$ cat src/rtl/clause_unit_arbiter.sv
// Round-robin arbiter with a registered one-hot grant, hold-until-release
// semantics and an optional watchdog that forces a hung holder off the resource.

// One-hot to binary encoder; none flags an all-zero input.
module clause_unit_arbiter_enc #(
  parameter int N  = 8,
  parameter int IW = $clog2(N)
) (
  input  logic [N-1:0]  onehot,
  output logic [IW-1:0] idx,
  output logic          none
);

  // OR-reduce the positions of the set bits; exact for a one-hot input.
  always_comb begin
    idx = '0;
    for (int unsigned i = 0; i < N; i++) begin
      if (onehot[i]) idx = idx | IW'(i);
    end
    none = (onehot == '0);
  end

endmodule

module clause_unit_arbiter #(
  parameter int N       = 8,
  parameter int TIMEOUT = 0,
  parameter int CNT_W   = 16,
  localparam int IW     = $clog2(N)
) (
  input  logic             clk,
  input  logic             reset_n,
  input  logic [N-1:0]     req,
  input  logic             done,
  output logic [N-1:0]     gnt,
  output logic [IW-1:0]    gnt_idx,
  output logic             gnt_valid,
  output logic             timeout,
  output logic [CNT_W-1:0] busy_cnt
);

  localparam int PW = IW + 1;

  typedef enum logic {IDLE, BUSY} state_t;

  state_t           state, state_n;
  logic [N-1:0]     gnt_n;
  logic [CNT_W-1:0] cnt_n;
  logic [IW-1:0]    ptr, ptr_n;
  logic             timeout_n;

  logic             gnt_none;
  logic [IW-1:0]    holder_next;
  logic             rel_done, rel_wd, rel_to, rel_any, to_only;
  logic [IW-1:0]    base;
  logic [N-1:0]     cand;
  logic [PW-1:0]    pos;
  logic             win_found;
  logic [IW-1:0]    win_idx;

  clause_unit_arbiter_enc #(.N(N), .IW(IW)) u_enc (
    .onehot (gnt),
    .idx    (gnt_idx),
    .none   (gnt_none)
  );

  assign gnt_valid = ~gnt_none;

  // Release causes and the priority base for the following search.
  always_comb begin
    holder_next = (gnt_idx == IW'(N - 1)) ? '0 : gnt_idx + IW'(1);
    rel_done    = done;
    rel_wd      = ((req & gnt) == '0);
    rel_to      = (TIMEOUT != 0) && (busy_cnt == CNT_W'(TIMEOUT));
    rel_any     = (state == BUSY) && (rel_done || rel_wd || rel_to);
    to_only     = (state == BUSY) && rel_to && !rel_done && !rel_wd;
    base        = (state == BUSY) ? holder_next : ptr;
    // A watchdog-forced holder sits out the re-arbitration on its release
    // edge, so it cannot be handed the resource back without a gap.
    cand        = to_only ? (req & ~gnt) : req;
  end

  // First candidate in circular order starting at base, wrapping modulo N.
  always_comb begin
    win_found = 1'b0;
    win_idx   = '0;
    pos       = '0;
    for (int unsigned i = 0; i < N; i++) begin
      pos = {1'b0, base} + PW'(i);
      if (pos >= PW'(N)) pos = pos - PW'(N);
      if (!win_found && cand[pos[IW-1:0]]) begin
        win_found = 1'b1;
        win_idx   = pos[IW-1:0];
      end
    end
  end

  // Next-state, grant, pointer and counter selection.
  always_comb begin
    state_n   = state;
    gnt_n     = gnt;
    cnt_n     = busy_cnt;
    ptr_n     = ptr;
    timeout_n = 1'b0;
    case (state)
      IDLE: begin
        if (win_found) begin
          gnt_n          = '0;
          gnt_n[win_idx] = 1'b1;
          cnt_n          = CNT_W'(1);
          state_n        = BUSY;
        end
      end
      BUSY: begin
        if (rel_any) begin
          ptr_n     = holder_next;
          timeout_n = to_only;
          if (win_found) begin
            gnt_n          = '0;
            gnt_n[win_idx] = 1'b1;
            cnt_n          = CNT_W'(1);
          end else begin
            gnt_n   = '0;
            cnt_n   = '0;
            state_n = IDLE;
          end
        end else if (busy_cnt != '1) begin
          cnt_n = busy_cnt + CNT_W'(1);
        end
      end
      default: begin
        state_n = IDLE;
        gnt_n   = '0;
        cnt_n   = '0;
      end
    endcase
  end

  // State and registered outputs, cleared asynchronously.
  always_ff @(posedge clk or negedge reset_n) begin
    if (!reset_n) begin
      state    <= IDLE;
      gnt      <= '0;
      busy_cnt <= '0;
      ptr      <= '0;
      timeout  <= 1'b0;
    end else begin
      state    <= state_n;
      gnt      <= gnt_n;
      busy_cnt <= cnt_n;
      ptr      <= ptr_n;
      timeout  <= timeout_n;
    end
  end

endmodule

$ cat config.mk
export PLATFORM = sky130hd
export DESIGN_NAME = clause_unit_arbiter
export DESIGN_NICKNAME = d
export VERILOG_FILES = /design/src/rtl/clause_unit_arbiter.sv
export SDC_FILE = /design/constraint.sdc
export NUM_CORES = 1
export LEC_CHECK = 0
export CORE_MARGIN = 2
export CORE_UTILIZATION = 55
export CTS_CLUSTER_DIAMETER = 60
export DETAILED_ROUTE_END_ITERATION = 8
export PLACE_DENSITY = 0.88
export SYNTH_ARGS = -nofsm -noshare
export SYNTH_HDL_FRONTEND = slang
export SYNTH_HIERARCHICAL = 1
export SYNTH_SLANG_ARGS = --single-unit
$ cat constraint.sdc
create_clock -name clk -period 9.1 [get_ports clk]
set_input_delay 1.82 -clock clk [delete_from_list [all_inputs] [get_ports clk]]
set_output_delay 1.82 -clock clk [all_outputs]
set_load 0.01 [all_outputs]
==> results of run 1 <==
## worst register-to-register path, cell delays in order (launching register included)
cell      delay (ps)
dfrtp_1          440
or4_2            760
ha_1             360
nand3b_1          90
o21a_1           480
clkinv_1         580
ha_1             430
xnor2_2          390
mux4_2           680
nand4b_2         220
or2_1            200
nor2_1            80
nor2_1           740
nor2_1           130
## routing by layer
metal | wire length [um] | up-vias | track usage (%)
met5 | 0 | - | 0
met4 | 97 | 0 | 5.24
met3 | 453 | 11 | 3.38
met2 | 2910 | 105 | 40.9
met1 | 2890 | 1092 | 37.7
li1 | - | 1064 | -
## sequential cells by signal, summed over array words and instances (netlist names)
signal / flops
state: 1
busy_cnt: 16
ptr: 3
gnt: 8
## cells by family (layout without fill, tap and decap cells)
family | count (synthesis) | after routing | synth area share [%]
DFF | 28 | 28 | 27.9
and+or+nand+nor | 104 | 104 | 20.7
other | 1 | 1 | 0.149
adders and majority gates | 5 | 5 | 2.49
buffers and inverters | 16 | 48 | 4.58
xor gates and xnor gates | 16 | 16 | 5.88
AOI/OAI and AO/OA | 56 | 56 | 18.2
muxes | 42 | 42 | 20.2
## stage by stage
step | area [um^2] | util [%] | std cells | worst slack [ps]
3_5_place_dp | 2880 | 65.7 | 348 | 3510
4_1_cts | 2950 | 67.4 | 352 | 3440
2_1_floorplan | 2510 | - | 268 | 4000
3_3_place_gp | 2880 | 65.7 | 348 | 3780
5_1_grt | 2950 | 67.4 | 352 | 2990
6_report | 2950 | 67.4 | 352 | 3370
## placed cells by master, fill, tap and decap left out, types with 6 or more instances in the layout
master / Yosys / final
xnor2_1: 14 / 14
a22o_1: 7 / 7
nor2_1: 32 / 32
mux2i_1: 27 / 27
a22oi_1: 8 / 8
mux2_2: 6 / 6
nand3_1: 8 / 8
nand2_1: 30 / 30
clkdlybuf4s50_1: 0 / 38
dfrtp_1: 28 / 28
a21oi_1: 6 / 6
## layout make-up
class                      instances  area (um^2)  share of cell area (%)
clock inverter                     1         30.0                    1.02
tap                               52         65.1                    2.20
sequential                        28          701                    23.7
inverter                           5         31.3                    1.06
clock buffer                       3         41.3                    1.40
multi-input combinational        224         1700                    57.5
timing repair buffer              39          388                    13.1
## worst paths after layout
| path | end | slack [ps] | cells after the start |
|---|---|---|---|
| worst max-delay path | busy_cnt[7]$_DFFE_PN0P_ | 3370 | 13 |
| worst min-delay path | ptr[0]$_DFFE_PN0P_ | 500 | 2 |
| worst max register to register | busy_cnt[7]$_DFFE_PN0P_ | 3370 | 13 |
| worst min register to register | ptr[0]$_DFFE_PN0P_ | 500 | 2 |
| max in group asynchronous | busy_cnt[13]$_DFFE_PN0P_ | 6900 | 2 |
| min in group asynchronous | ptr[1]$_DFFE_PN0P_ | 1920 | 2 |
==> out/results.tsv, run 1 <==
metric	value	unit
first-pass GRT wire length	10.6	mm
via count	2272	
CTS Sinks	28	
Final Hold Fails	0	
critical path startpoint category	register	
detailed-route wire length per cell	18.0	um
Starting Density	57.3	%
initial drt markers	220	
worst skew pair latency	280	ps
Clock transition at path regs	100	ps
Top FF cell, synth	dfrtp_1	
Site Rows	24	
Post-DRT Antenna Nets	0	
RSZ-0062 raised after global routing	false	
Root Driver	clkbuf_8	
Total GRT Usage	25.7	%
detailed placer's ending HPWL	4.78	mm
count leader, synth	nor2_1	
Core Area	4380	um^2
clk_skew	9.99	ps
result of the run	complete, no violations	
DIE AREA	5120	um^2
total CTS buffers	3	
DR pass1 iterations	5	
crit end category	register	
relative slew slack	37.9	%
Hold WS	495	ps
Synth cell types	65	
number of global-route vias before repair	2137	
fill cell count	352	
Critical Path Most Common Cell	nor2_1	
Final Cycle Share	62.9	%
H-tree depth	1	
Synth area leader	dfrtp_1	
Setup violations, final	0	
delay-heaviest family, CP	simple AND/OR/NAND/NOR gates	
slowest CP cell	or4_2	
num ports	40	
Synth Instances	268	
grt total ovfl	0	
post-route DRC violation count	0	
Syn-to-layout area delta	17.5	%
post-synthesis sequential area ratio	27.9	%
WP buf/inv	1	
CP peak stage delay	760	ps
Max Fclk	175	MHz
CTS tree	done	
min cycle time layout	5730	ps
Max-cap violations	0	
Netlist Area Pre-Place	2510	um^2
hold buffer count at CTS	0	
Nets	317	
fraction of registers with async set/reset	100	%
Post-CTS Setup Repair Bufs	0	
global placement routability congestion	0.929	
post-DR vias/cell	6.45	
Least-Margin Pin Slew	929	ps
Die H	71.6	um
largest net degree at the start of global routing	29	
Setup TNS	0	ps
maximum root-to-sink buffer count	2	
top post-synthesis cells by area	dfrtp_1 28%, mux2i_1 11%, xnor2_1 4.9%	
Syn Nets	284	
Hold Crit Start	ptr[0]$_DFFE_PN0P_	
Crit Path Class	reg2reg	
final-report max-slew violation count	0	
Routed WL	6.35	mm
Yosys warnings	6	
HP Class	reg2reg	
Avg Inst Size Synth	9.37	um^2
ant diodes	0	
IO Port Bufs	38	
worst endpoint required time	9230	ps
Worst Path Max Fanout	16	
post-synth top area share	27.9	%
layout cells sized above 1	10.3	%
initial antenna violation count	0	
Worst R2R Start	gnt[7]$_DFFE_PN0P_	
number of flops mapped to enable cells by yosys	0	
crit path cell chain	or4_2 -> ha_1 -> nand3b_1 -> o21a_1 -> clkinv_1 -> ha_1 -> xnor2_2 -> mux4_2 -> nand4b_2 -> or2_1 -> nor2_1 -> nor2_1 -> nor2_1	
Critical Path Start	gnt[7]$_DFFE_PN0P_	
Die X	71.6	um
CP Data Arrival Time	5860	ps
most frequent cells after synthesis	32 x nor2_1, 30 x nand2_1, 28 x dfrtp_1	
flop and latch count out of synthesis	28	
PostCTS Resize Cnt	0	
Power of run 1 is not shown: default switching activity piles up to over one toggle a cycle in this logic, so the estimate is an artifact.
==> inputs of run 2 (changes only) <==
--- a/config.mk
+++ b/config.mk
@@ -6,10 +6,10 @@
 export NUM_CORES = 1
 export LEC_CHECK = 0
 export CORE_MARGIN = 2
-export CORE_UTILIZATION = 55
+export CORE_UTILIZATION = 54
 export CTS_CLUSTER_DIAMETER = 60
 export DETAILED_ROUTE_END_ITERATION = 8
-export PLACE_DENSITY = 0.88
+export PLACE_DENSITY = 0.86
 export SYNTH_ARGS = -nofsm -noshare
 export SYNTH_HDL_FRONTEND = slang
 export SYNTH_HIERARCHICAL = 1
==> constraint.sdc (replaced) <==
create_clock -name clk -period 5.45 [get_ports clk]
set_input_delay 1.09 -clock clk [delete_from_list [all_inputs] [get_ports clk]]
set_output_delay 1.09 -clock clk [all_outputs]
set_load 0.01 [all_outputs]
==> out/results.tsv, run 2 (synthesis gave the netlist of run 1 again) <==
metric	value	unit
DIE AREA	5210	um^2
worst skew pair latency	280	ps
first-pass GRT wire length	10.4	mm
biggest registers after layout	busy_cnt (16), gnt (8), ptr (3)	
Hold WS	501	ps
Root Driver	clkbuf_8	
Register Area	701	um^2
slowest CP cell	nor2_1	
Final Cycle Share	92.0	%
Clock transition at path regs	90	ps
result of the run	complete, no violations	
multi-input combinational cell area	1700	um^2
initial antenna violation count	0	
CTS tree	done	
Die X	72.2	um
via count	2277	
WP buf/inv	0	
min cycle time layout	5010	ps
CP peak stage delay	770	ps
placed cell count	350	
IO Port Bufs	38	
critical path startpoint category	register	
H-tree depth	1	
number of global-route vias before repair	2186	
largest net degree at the start of global routing	29	
most frequent cells in the layout	38 x clkdlybuf4s50_1, 32 x nor2_1, 30 x nand2_1, 28 x dfrtp_1, 27 x mux2i_1	
clk_skew	3.45	ps
post-route insts no fill	353	
delay-heaviest family, CP	simple AND/OR/NAND/NOR gates	
Site Rows	24	
Least-Margin Pin Slew	976	ps
Core Area	4410	um^2
layout cells sized above 1	10.6	%
num ports	40	
PostCTS Resize Cnt	0	
Final Hold Fails	0	
max reg flops	16	
worst setup margin	439	ps
fill cell count	354	
Nets	319	
Routed WL	6.33	mm
relative slew slack	34.7	%
maximum root-to-sink buffer count	2	
Max Fclk	200	MHz
Starting Density	56.9	%
detailed-route wire length per cell	17.9	um
Setup TNS	0	ps
dpl ws	490	ps
Worst Path Max Fanout	18	
crit end category	register	
HP Class	reg2reg	
crit path cell chain	or4_2 -> ha_1 -> ha_1 -> or3b_1 -> and2_4 -> ha_1 -> xnor2_1 -> mux4_2 -> nand4b_2 -> or2_1 -> nor2_1 -> nor2_1 -> nor2_1	
grt total ovfl	0	
Max-cap violations	0	
initial drt markers	168	
CTS Sinks	28	
Total GRT Usage	25.3	%
CP Data Arrival Time	5140	ps
worst endpoint required time	5580	ps
hold buffer count at CTS	0	
post-DR vias/cell	6.45	
total CTS buffers	3	
Die H	72.2	um
ant diodes	0	
most common cell after layout, fill and taps aside	clkdlybuf4s50_1	
Crit Path Class	reg2reg	
Largest Register	busy_cnt	
detailed placer's ending HPWL	4.83	mm
Post-DRT Antenna Nets	0	
RSZ-0062 raised after global routing	false	
Post-CTS Setup Repair Bufs	0	
final-report max-slew violation count	0	
post-route DRC violation count	0	
Setup violations, final	0	
global placement routability congestion	0.972	
DR pass1 iterations	4	
Syn-to-layout area delta	16.9	%
-- run 2: area by class of cell --
cell class,instances,share of cell area [%]
inverters,5,1.06
multi-input cells,224,57.8
well taps,52,2.21
clock buffers,3,1.41
repair buffers,41,13.7
flip-flops and latches,28,23.9
-- run 2: stage by stage --
| stage | cell area, um^2 | util [%] |
|---|---|---|
| after floorplan | 2510 | - |
| after global placement | 2900 | 65.6 |
| after detailed placement | 2900 | 65.6 |
| after CTS | 2940 | 66.6 |
| after global routing | 2940 | 66.6 |
| final | 2940 | 66.6 |
-- run 2: path summary, 6_finish.rpt --
check	from	endpoint	slack, ps	cells past startpoint
min in group asynchronous	reset_n	busy_cnt[8]$_DFFE_PN0P_	1190	2
min reg2reg	ptr[1]$_DFFE_PN0P_	ptr[1]$_DFFE_PN0P_	500	2
min	ptr[1]$_DFFE_PN0P_	ptr[1]$_DFFE_PN0P_	500	2
max in group asynchronous	reset_n	gnt[5]$_DFFE_PN0P_	4000	2
max reg2reg	gnt[7]$_DFFE_PN0P_	busy_cnt[3]$_DFFE_PN0P_	440	13
max	gnt[7]$_DFFE_PN0P_	busy_cnt[3]$_DFFE_PN0P_	440	13
-- run 2: metal layers --
metal | GRT usage (%) | up-vias | routed length, um
met5 | 0 | - | 0
met4 | 10.9 | 0 | 157
met3 | 2.22 | 13 | 354
met2 | 43.6 | 88 | 3150
met1 | 32.4 | 1107 | 2670
li1 | - | 1069 | -
-- run 2: worst reg2reg max path, stage by stage (launching register included) --
cell and delay, ps:
dfrtp_1 440, or4_2 740, ha_1 230, ha_1 200, or3b_1 380, and2_4 240
ha_1 250, xnor2_1 540, mux4_2 490, nand4b_2 220, or2_1 180, nor2_1 60
nor2_1 770, nor2_1 120
Power of run 2 is left out for the same reason.
